**src/rtl/control_decoder_pkg.sv**
```systemverilog
// Shared encodings for the multicycle ARM control decoder: state codes,
// ALU command decode values and datapath mux select encodings.
package control_decoder_pkg;

    localparam int STATE_W = 4;

    typedef enum logic [STATE_W-1:0] {
        FETCH    = 4'd0,
        DECODE   = 4'd1,
        MEMADR   = 4'd2,
        MEMRD    = 4'd3,
        MEMWB    = 4'd4,
        MEMWR    = 4'd5,
        EXECUTER = 4'd6,
        EXECUTEI = 4'd7,
        ALUWB    = 4'd8,
        BRANCH   = 4'd9,
        UNKNOWN  = 4'd10
    } state_t;

    localparam logic [1:0] OP_DP  = 2'b00;
    localparam logic [1:0] OP_MEM = 2'b01;
    localparam logic [1:0] OP_BR  = 2'b10;

    // Funct[4:1] command field of data-processing instructions
    localparam logic [3:0] CMD_ADD = 4'b0100;
    localparam logic [3:0] CMD_SUB = 4'b0010;
    localparam logic [3:0] CMD_AND = 4'b0000;
    localparam logic [3:0] CMD_ORR = 4'b1100;

    localparam logic [1:0] ALU_ADD = 2'b00;
    localparam logic [1:0] ALU_SUB = 2'b01;
    localparam logic [1:0] ALU_AND = 2'b10;
    localparam logic [1:0] ALU_ORR = 2'b11;

    localparam logic [1:0] RES_ALUOUT    = 2'b00;
    localparam logic [1:0] RES_DATA      = 2'b01;
    localparam logic [1:0] RES_ALURESULT = 2'b10;

    localparam logic [1:0] SRCB_RD2  = 2'b00;
    localparam logic [1:0] SRCB_IMM  = 2'b01;
    localparam logic [1:0] SRCB_FOUR = 2'b10;

endpackage

```
**src/rtl/control_decoder_main_fsm.sv**
```systemverilog
// Moore sequencer for the multicycle datapath: state register plus
// next-state and per-state enable/mux-select decode.
//
// state    | meaning
// ---------+------------------------------------------------
// FETCH    | load IR from memory[PC], PC <= PC + 4
// DECODE   | read registers, precompute PC + 8
// MEMADR   | compute load/store address (base + imm)
// MEMRD    | read data memory at ALUOut
// MEMWB    | write loaded data to Rd
// MEMWR    | write RD2 to data memory at ALUOut
// EXECUTER | data-processing with register operand
// EXECUTEI | data-processing with immediate operand
// ALUWB    | write ALU result to Rd
// BRANCH   | PC <= PC + 8 + offset
// UNKNOWN  | undefined opcode, idle for one cycle
module control_decoder_main_fsm
    import control_decoder_pkg::*;
(
    input  logic       clk,
    input  logic       reset,
    input  logic [1:0] Op,
    input  logic       imm_flag,
    input  logic       load_flag,
    output logic       RegW,
    output logic       MemW,
    output logic       IRWrite,
    output logic       NextPC,
    output logic       AdrSrc,
    output logic [1:0] ResultSrc,
    output logic       ALUSrcA,
    output logic [1:0] ALUSrcB,
    output logic       Branch,
    output logic       ALUOp
);

    state_t state, state_next;

    always_ff @(posedge clk or posedge reset) begin
        if (reset) state <= FETCH;
        else       state <= state_next;
    end

    always_comb begin
        state_next = FETCH;
        RegW       = 1'b0;
        MemW       = 1'b0;
        IRWrite    = 1'b0;
        NextPC     = 1'b0;
        AdrSrc     = 1'b0;
        ResultSrc  = RES_ALUOUT;
        ALUSrcA    = 1'b0;
        ALUSrcB    = SRCB_RD2;
        Branch     = 1'b0;
        ALUOp      = 1'b0;

        case (state)
            FETCH: begin
                state_next = DECODE;
                IRWrite    = 1'b1;
                NextPC     = 1'b1;
                ALUSrcA    = 1'b1;
                ALUSrcB    = SRCB_FOUR;
                ResultSrc  = RES_ALURESULT;
            end
            DECODE: begin
                case (Op)
                    OP_DP:   state_next = imm_flag ? EXECUTEI : EXECUTER;
                    OP_MEM:  state_next = MEMADR;
                    OP_BR:   state_next = BRANCH;
                    default: state_next = UNKNOWN;
                endcase
                ALUSrcA   = 1'b1;
                ALUSrcB   = SRCB_FOUR;
                ResultSrc = RES_ALURESULT;
            end
            MEMADR: begin
                state_next = load_flag ? MEMRD : MEMWR;
                ALUSrcB    = SRCB_IMM;
            end
            MEMRD: begin
                state_next = MEMWB;
                AdrSrc     = 1'b1;
            end
            MEMWB: begin
                ResultSrc = RES_DATA;
                RegW      = 1'b1;
            end
            MEMWR: begin
                AdrSrc = 1'b1;
                MemW   = 1'b1;
            end
            EXECUTER: begin
                state_next = ALUWB;
                ALUOp      = 1'b1;
            end
            EXECUTEI: begin
                state_next = ALUWB;
                ALUSrcB    = SRCB_IMM;
                ALUOp      = 1'b1;
            end
            ALUWB: begin
                RegW = 1'b1;
            end
            BRANCH: begin
                ALUSrcB   = SRCB_IMM;
                ResultSrc = RES_ALURESULT;
                Branch    = 1'b1;
            end
            default: state_next = FETCH;
        endcase
    end

endmodule

```
**src/rtl/control_decoder.sv**
```systemverilog
// Control unit for the multicycle ARM datapath: main sequencer plus ALU
// decode and the unconditioned enables consumed by the condition logic.
module control_decoder
    import control_decoder_pkg::*;
(
    input  logic       clk,
    input  logic       reset,
    input  logic [1:0] Op,
    input  logic [5:0] Funct,
    input  logic [3:0] Rd,
    output logic [1:0] FlagW,
    output logic       PCS,
    output logic       NextPC,
    output logic       RegW,
    output logic       MemW,
    output logic       IRWrite,
    output logic       AdrSrc,
    output logic [1:0] ResultSrc,
    output logic       ALUSrcA,
    output logic [1:0] ALUSrcB,
    output logic [1:0] ImmSrc,
    output logic [1:0] RegSrc,
    output logic [1:0] ALUControl
);

    logic branch;
    logic alu_op;
    logic cmd_ok;

    control_decoder_main_fsm u_main_fsm (
        .clk       (clk),
        .reset     (reset),
        .Op        (Op),
        .imm_flag  (Funct[5]),
        .load_flag (Funct[0]),
        .RegW      (RegW),
        .MemW      (MemW),
        .IRWrite   (IRWrite),
        .NextPC    (NextPC),
        .AdrSrc    (AdrSrc),
        .ResultSrc (ResultSrc),
        .ALUSrcA   (ALUSrcA),
        .ALUSrcB   (ALUSrcB),
        .Branch    (branch),
        .ALUOp     (alu_op)
    );

    // Unsupported commands fall back to ADD with no flag update.
    always_comb begin
        ALUControl = ALU_ADD;
        cmd_ok     = 1'b0;
        FlagW      = 2'b00;
        if (alu_op) begin
            cmd_ok = 1'b1;
            case (Funct[4:1])
                CMD_ADD: ALUControl = ALU_ADD;
                CMD_SUB: ALUControl = ALU_SUB;
                CMD_AND: ALUControl = ALU_AND;
                CMD_ORR: ALUControl = ALU_ORR;
                default: cmd_ok     = 1'b0;
            endcase
            if (cmd_ok) begin
                FlagW[1] = Funct[0];
                FlagW[0] = Funct[0] & ((ALUControl == ALU_ADD) || (ALUControl == ALU_SUB));
            end
        end
    end

    assign PCS    = branch | (RegW & (Rd == 4'hF));
    assign ImmSrc = Op;
    assign RegSrc = {(Op == OP_MEM), (Op == OP_BR)};

endmodule

```
**config.mk**
```make
export PLATFORM = sky130hd
export DESIGN_NAME = control_decoder
export DESIGN_NICKNAME = d
export VERILOG_FILES = /design/src/rtl/control_decoder_pkg.sv /design/src/rtl/control_decoder_main_fsm.sv /design/src/rtl/control_decoder.sv
export SDC_FILE = /design/constraint.sdc
export NUM_CORES = 1
export LEC_CHECK = 0
export ABC_AREA = 1
export CAP_MARGIN = 25
export CORE_UTILIZATION = 34
export DETAILED_ROUTE_END_ITERATION = 6
export PLACE_DENSITY = 0.78
export SKIP_LAST_GASP = 1
export SYNTH_ARGS = -nofsm -noshare
export SYNTH_HDL_FRONTEND = slang
export SYNTH_HIERARCHICAL = 1
export SYNTH_SLANG_ARGS = --single-unit
export TNS_END_PERCENT = 5
```
**constraint.sdc**
```tcl
create_clock -name clk -period 1.9 [get_ports clk]
set_clock_uncertainty 0.1 [all_clocks]
set_input_delay 0.57 -clock clk [delete_from_list [all_inputs] [get_ports clk]]
set_output_delay 0.57 -clock clk [all_outputs]
set_load 0.01 [all_outputs]
```
# [Word-level counts from Yosys, hierarchy flattened]
# Cells that the tools add are included.
[classes] n_bitwise=3 n_reduce_logical=12 muxes=20 n_eq_ne=16
[ops] operator="== test 4 x 3 -> 1 bit, second input constant" count=5
[ops] operator="one-hot mux 4 bit (5 select lines)" count=1
[ops] operator="== test 4 bit, second input constant" count=4
[ops] operator="== test 4 x 2 -> 1 bit, second input constant" count=3
[ops] operator="one-hot mux 4 bit (3 select lines)" count=1
[ops] operator="2-to-1 mux 1 bit" count=10
[ops] operator="zero test 4 bit" count=2
[ops] operator="2-to-1 mux 2 bit" count=4
[ops] operator="one-hot mux 2 bit (2 select lines)" count=2
[ops] operator="OR reduction 2 bit" count=4
[ops] operator="one-hot mux 2 bit (3 select lines)" count=1
[ops] operator="OR reduction 3 bit" count=2
[ops] operator="== test 2 x 1 -> 1 bit, second input constant" count=2
[ops] operator="== test 4 x 1 -> 1 bit, second input constant" count=1
[ops] operator="zero test 2 bit" count=2
[ops] operator="OR reduction 4 bit" count=1
[ops] operator="2-to-1 mux 3 bit" count=1
[ops] operator="AND 1 bit" count=2
[ops] operator="== test 2 bit, second input constant" count=1
[ops] operator="logical OR 1 bit" count=1
[ops] operator="OR 1 bit" count=1
[totals] word_cells=52 inputBits=14 reg_bits=4

# [Logic depth before layout (Yosys ltp)]
# Gate-level depths: netlist of run 1.
[depth] depth_word=9 mapped_depth=7 mapped_depth_nobuf=7

# [Modules after synthesis]
# Netlist of run 1, hierarchy kept.
[by_module_without_submodules] module="control_decoder_main_fsm" n_inst=1 area_per_inst_um2=316.6 cells_per_inst=55
[by_module_without_submodules] module="control_decoder" n_inst=1 area_per_inst_um2=157.7 cells_per_inst=34

# [Least setup slack after synthesis of run 1]
# Ideal clock, no wire load.
[synth_timing] path_kind="register to output" startpoint="register u_main_fsm.state[1]" endpoint="output port PCS" path_slack_ns=0.115 path_buffers=0 arrival_time_ns=1.115 stages_incl_launch_ff=6 path_cell_list="dfrtp_1 > inv_2 > nand2_1 > nor2_1 > nand3_1 > o21bai_1"
[synth_via] elab_chain_cells=5 elab_cells_between_ends=8
[synth_rtl] element="start: declaration" line_no="control_decoder_main_fsm.sv:37" source="state_t state, state_next;"
[synth_rtl] element="start signal: assignment" line_no="control_decoder_main_fsm.sv:41" source="else state <= state_next;"
[synth_rtl] element="== test 4 bit / == test 4 x 3 -> 1 bit (equally long branches)" line_no="control_decoder_main_fsm.sv:57" source="case (state)"
[synth_rtl] element="OR reduction 2 bit (no source line) (*)"
[synth_rtl] element="2-to-1 mux 1 bit (*)" line_no="control_decoder_main_fsm.sv:57"
[synth_rtl] element="named net RegW" line_no="control_decoder.sv:14" source="output logic RegW,"
[synth_rtl] element="AND 1 bit (*)" line_no="control_decoder.sv:69" source="assign PCS = branch | (RegW & (Rd == 4'hF));"
[synth_rtl] element="OR 1 bit (*)" line_no="control_decoder.sv:69"
[synth_rtl] element="end: declaration" line_no="control_decoder.sv:12" source="output logic PCS,"
# The timed path passes the listed nets; every way through them passes the cells marked *.

# [Worst setup path in the final report of run 1]
[layout_timing] startpoint="register u_main_fsm.state[3]" endpoint="output port ResultSrc[1]"
[layout_via] elab_chain_cells=3 elab_cells_between_ends=6
[layout_rtl] element="== test 4 bit (tied with other cells)" line_no="control_decoder_main_fsm.sv:57"
[layout_rtl] element="OR reduction 3 bit (no source line)"
[layout_rtl] element="one-hot mux 2 bit (2 select lines) (*)" line_no="control_decoder_main_fsm.sv:57"
[layout_rtl] element="end: declaration" line_no="control_decoder.sv:18" source="output logic [1:0] ResultSrc,"
# Mark *: on every way between the ends. The rest lies on a longest branch, timed or not.

==> flow_summary.yaml, run 1 <==
timing:
  hold_viol: 0
  period_share_pct: 110
  hold_ws_ns: 0.410
  setup_viol: 15
  fin_ws_ns: -0.194
  slew_headroom_pct: 89.2
  tns_ns: -2.07
  post-route-min-period_ns: 2.09
  drv_slew: 0
  grt_setup_unrepaired: "yes"
  fmax_mhz: 478
  worstMarginPinSlew_ns: 0.163
synthesis:
  netlist-cell-type-count: 12
  synth.ff_latch_count: 4
  async_reset_ff_share_pct: 100
  synth_top_area_share_pct: 21.1
  syn_inst: 89
  synth_fp_nets: 103
  synth_area_per_cell_um2: 5.33
  synth-edff-count: 0
  yosysWarningCount: 6
  synth.most_common_cell: "nand2_1"
  synth_top_area_cell: "dfrtp_1"
  synth_top_flop_cell: "dfrtp_1"
  yosys-top-cells-area: "dfrtp_1 21%, nand2_1 21%, inv_1 14%"
  synth.top_cells.by_count: "26 x nand2_1, 18 x inv_1, 18 x nor2_1, 7 x nand3_1"
  ys_seq_area_share_pct: 21.1
  netlist_area_um2: 474
run:
  cap_violations: 0
worst_setup_path:
  crit_type: "flip-flop to primary output"
  crit_fanout: 3
  r2r_cells: 7
  slowest_stage: "dfrtp_1"
  rrSetupSlack_ns: 0.68
  critPathArrivalTime_ns: 1.42
  end_kind: "primary output"
  crit_start: "u_main_fsm/state[3]$_DFF_PP0_"
  cpPeakStageDelay_ns: 0.41
  crit_path_start_kind: "flip-flop"
  r2r-end: "u_main_fsm/state[0]$_DFF_PP0_"
  crit_chain: "inv_2, nor2_1, buf_4, nand2_1, o21ai_0, dlygate4sd2_1"
  cp.required_ns: 1.23
  reg2reg_from: "u_main_fsm/state[3]$_DFF_PP0_"
floorplan:
  die_w_um: 39.3
  die_area_um2: 1550
  dieHeight_um: 39.3
  rows: 13
  start_util_pct: 36.4
  core_um2: 1300
  top_level_ports: 33
pwr:
  p_sw_w: 0.000516
  ir_drop_mv: 0.544
  combPwrFrac_pct: 77.3
  clkPwrFrac_pct: 8.9
  powerDensity_nw_per_um2: 1220
  seq_power_share_pct: 13.8
  internal_power_w: 0.000665
  p_leak_nw: 0.593
  power.share.switching_pct: 43.7
  power_w: 0.00118
placement:
  gp_congestion: 0.827
  placed_cells: 152
  io_buffer_count: 32
  post-dp-hpwl_um: 1170
  place_ws_ns: -0.741
grt:
  grt_pass1_vias: 586
  grt_overflow: 0
  grt_pass1_wl_um: 2150
  antenna_found_initial: 0
  grt_max_degree: 7
  grt.total_usage_pct: 20.5
finish:
  synthToLayoutAreaGrowth_pct: 104
  reg_top3: "u_main_fsm/state (4)"
  n_antenna_cell: 0
  largest_reg_flops: 4
  final_nets: 160
  final_cells: 159
  drive_gt1_share_pct: 34.0
  top_register: "u_main_fsm/state"
detailed_routing:
  routed_wl_um: 1550
  drt_iter0_drc: 20
  avgRoutedWirePerCell_um: 9.77
  first_pass_iters: 4
  vias_per_cell: 4.47
  drtAntennaViolNets: 0
  vias: 711
  drc_errors: 0
cts:
  numCtsBuffers: 3
  cts_tree: "yes"
  clkLatencyLatePin_ns: 0.23
  ctsLongestPathBuffers: 2
  cts.sinks: 4
  h-tree-depth: 1
  root_buffer: "clkbuf_4"
  clk_pin_slew_ns: 0.04
min_path:
  hold_path_class: "primary input to async pin"
status:
  status: "finished with violations"
  violations: "negative setup slack"
## per-layer routing
| metal | up-vias | GRT usage, % | share of wire [%] |
|---|---|---|---|
| li1 | 367 | - | - |
| met1 | 321 | 18.4 | 38 |
| met2 | 23 | 44.2 | 58 |
| met3 | 0 | 0.568 | 4.2 |
| met4 | 0 | 10.3 | 0 |
| met5 | - | 0 | 0 |
## cell type report
cell class                      count  area [um^2]
Timing Repair Buffer               56          454
Fill cell                         118          335
Multi-Input combinational cell     62          298
Sequential cell                     4          101
Inverter                           19         71.3
Clock buffer                        3         22.5
Tap cell                           15         18.8
## how the worst max path moves through the flow
stage / cells after the start / to
final: 6 / ResultSrc[1]
after global routing: 8 / FlagW[0]
after CTS: 7 / ALUSrcB[0]
after detailed placement: 6 / ALUControl[0]
after global placement: 6 / ALUControl[0]
after floorplan: 5 / PCS
## critical path: cells and delay by family (launching register included)
| kind | cells | cell delay [ns] |
|---|---|---|
| flops | 1 | 0.41 |
| buf+inv | 3 | 0.48 |
| simple gates | 2 | 0.21 |
| compound gates | 1 | 0.09 |
## timing repair
action / in CTS / in global routing
buffers inserted: 1 / 3
endpoints found under the setup margin: 19 / 16
gates cloned: 0 / 0
gates resized for setup: 49 / 5
pin swaps: 3 / 5
hold buffers: 0 / 0
## metrics by stage
stage	cell area, um^2	util (%)
floorplan	474	-
global placement	933	71.7
detailed placement	933	71.7
CTS	930	71.4
global route	966	74.2
finish	966	74.2
## kinds of logic after synthesis
kind of cell,Yosys count,synth area share (%)
buffers and inverters,23,21.4
AO/OA/AOI/OAI,5,7.39
AND/OR/NAND/NOR,57,50.1
flip-flops,4,21.1
## power by group through the flow
| stage | Sequential (W) | Combinational [W] | Clock (W) |
|---|---|---|---|
| after detailed placement | 0.000153 | 0.000928 | 0 |
| after global placement | 0.000154 | 0.000906 | 0 |
| after floorplan | 0.000158 | 0.000382 | 0 |
| after CTS | 0.000152 | 0.000865 | 0.000110 |
| after global routing | 0.000166 | 0.000992 | 0.000114 |
| final | 0.000163 | 0.000913 | 0.000105 |
## cell usage in the layout (no fill, tap or decap), drive strengths merged
| cell | synthesis | routed |
|---|---|---|
| dfrtp | 4 | 4 |
| inv | 19 | 19 |
| dlygate4sd2 | 0 | 19 |
| clkdlybuf4s15 | 0 | 2 |
| nor2 | 22 | 22 |
| buf | 4 | 29 |
| nand3 | 7 | 7 |
| clkbuf | 0 | 3 |
| clkdlybuf4s50 | 0 | 6 |
| nand2 | 28 | 28 |
| a21oi | 2 | 2 |
| o21bai | 1 | 1 |
| o21ai | 2 | 2 |
(Power assumes the default switching activity.)
==> run 2: changes to the inputs <==
SLEW_MARGIN = 20   (was default)
==> results of run 2 <==
Final layout, timing and power as in run 1 (identical DEF).
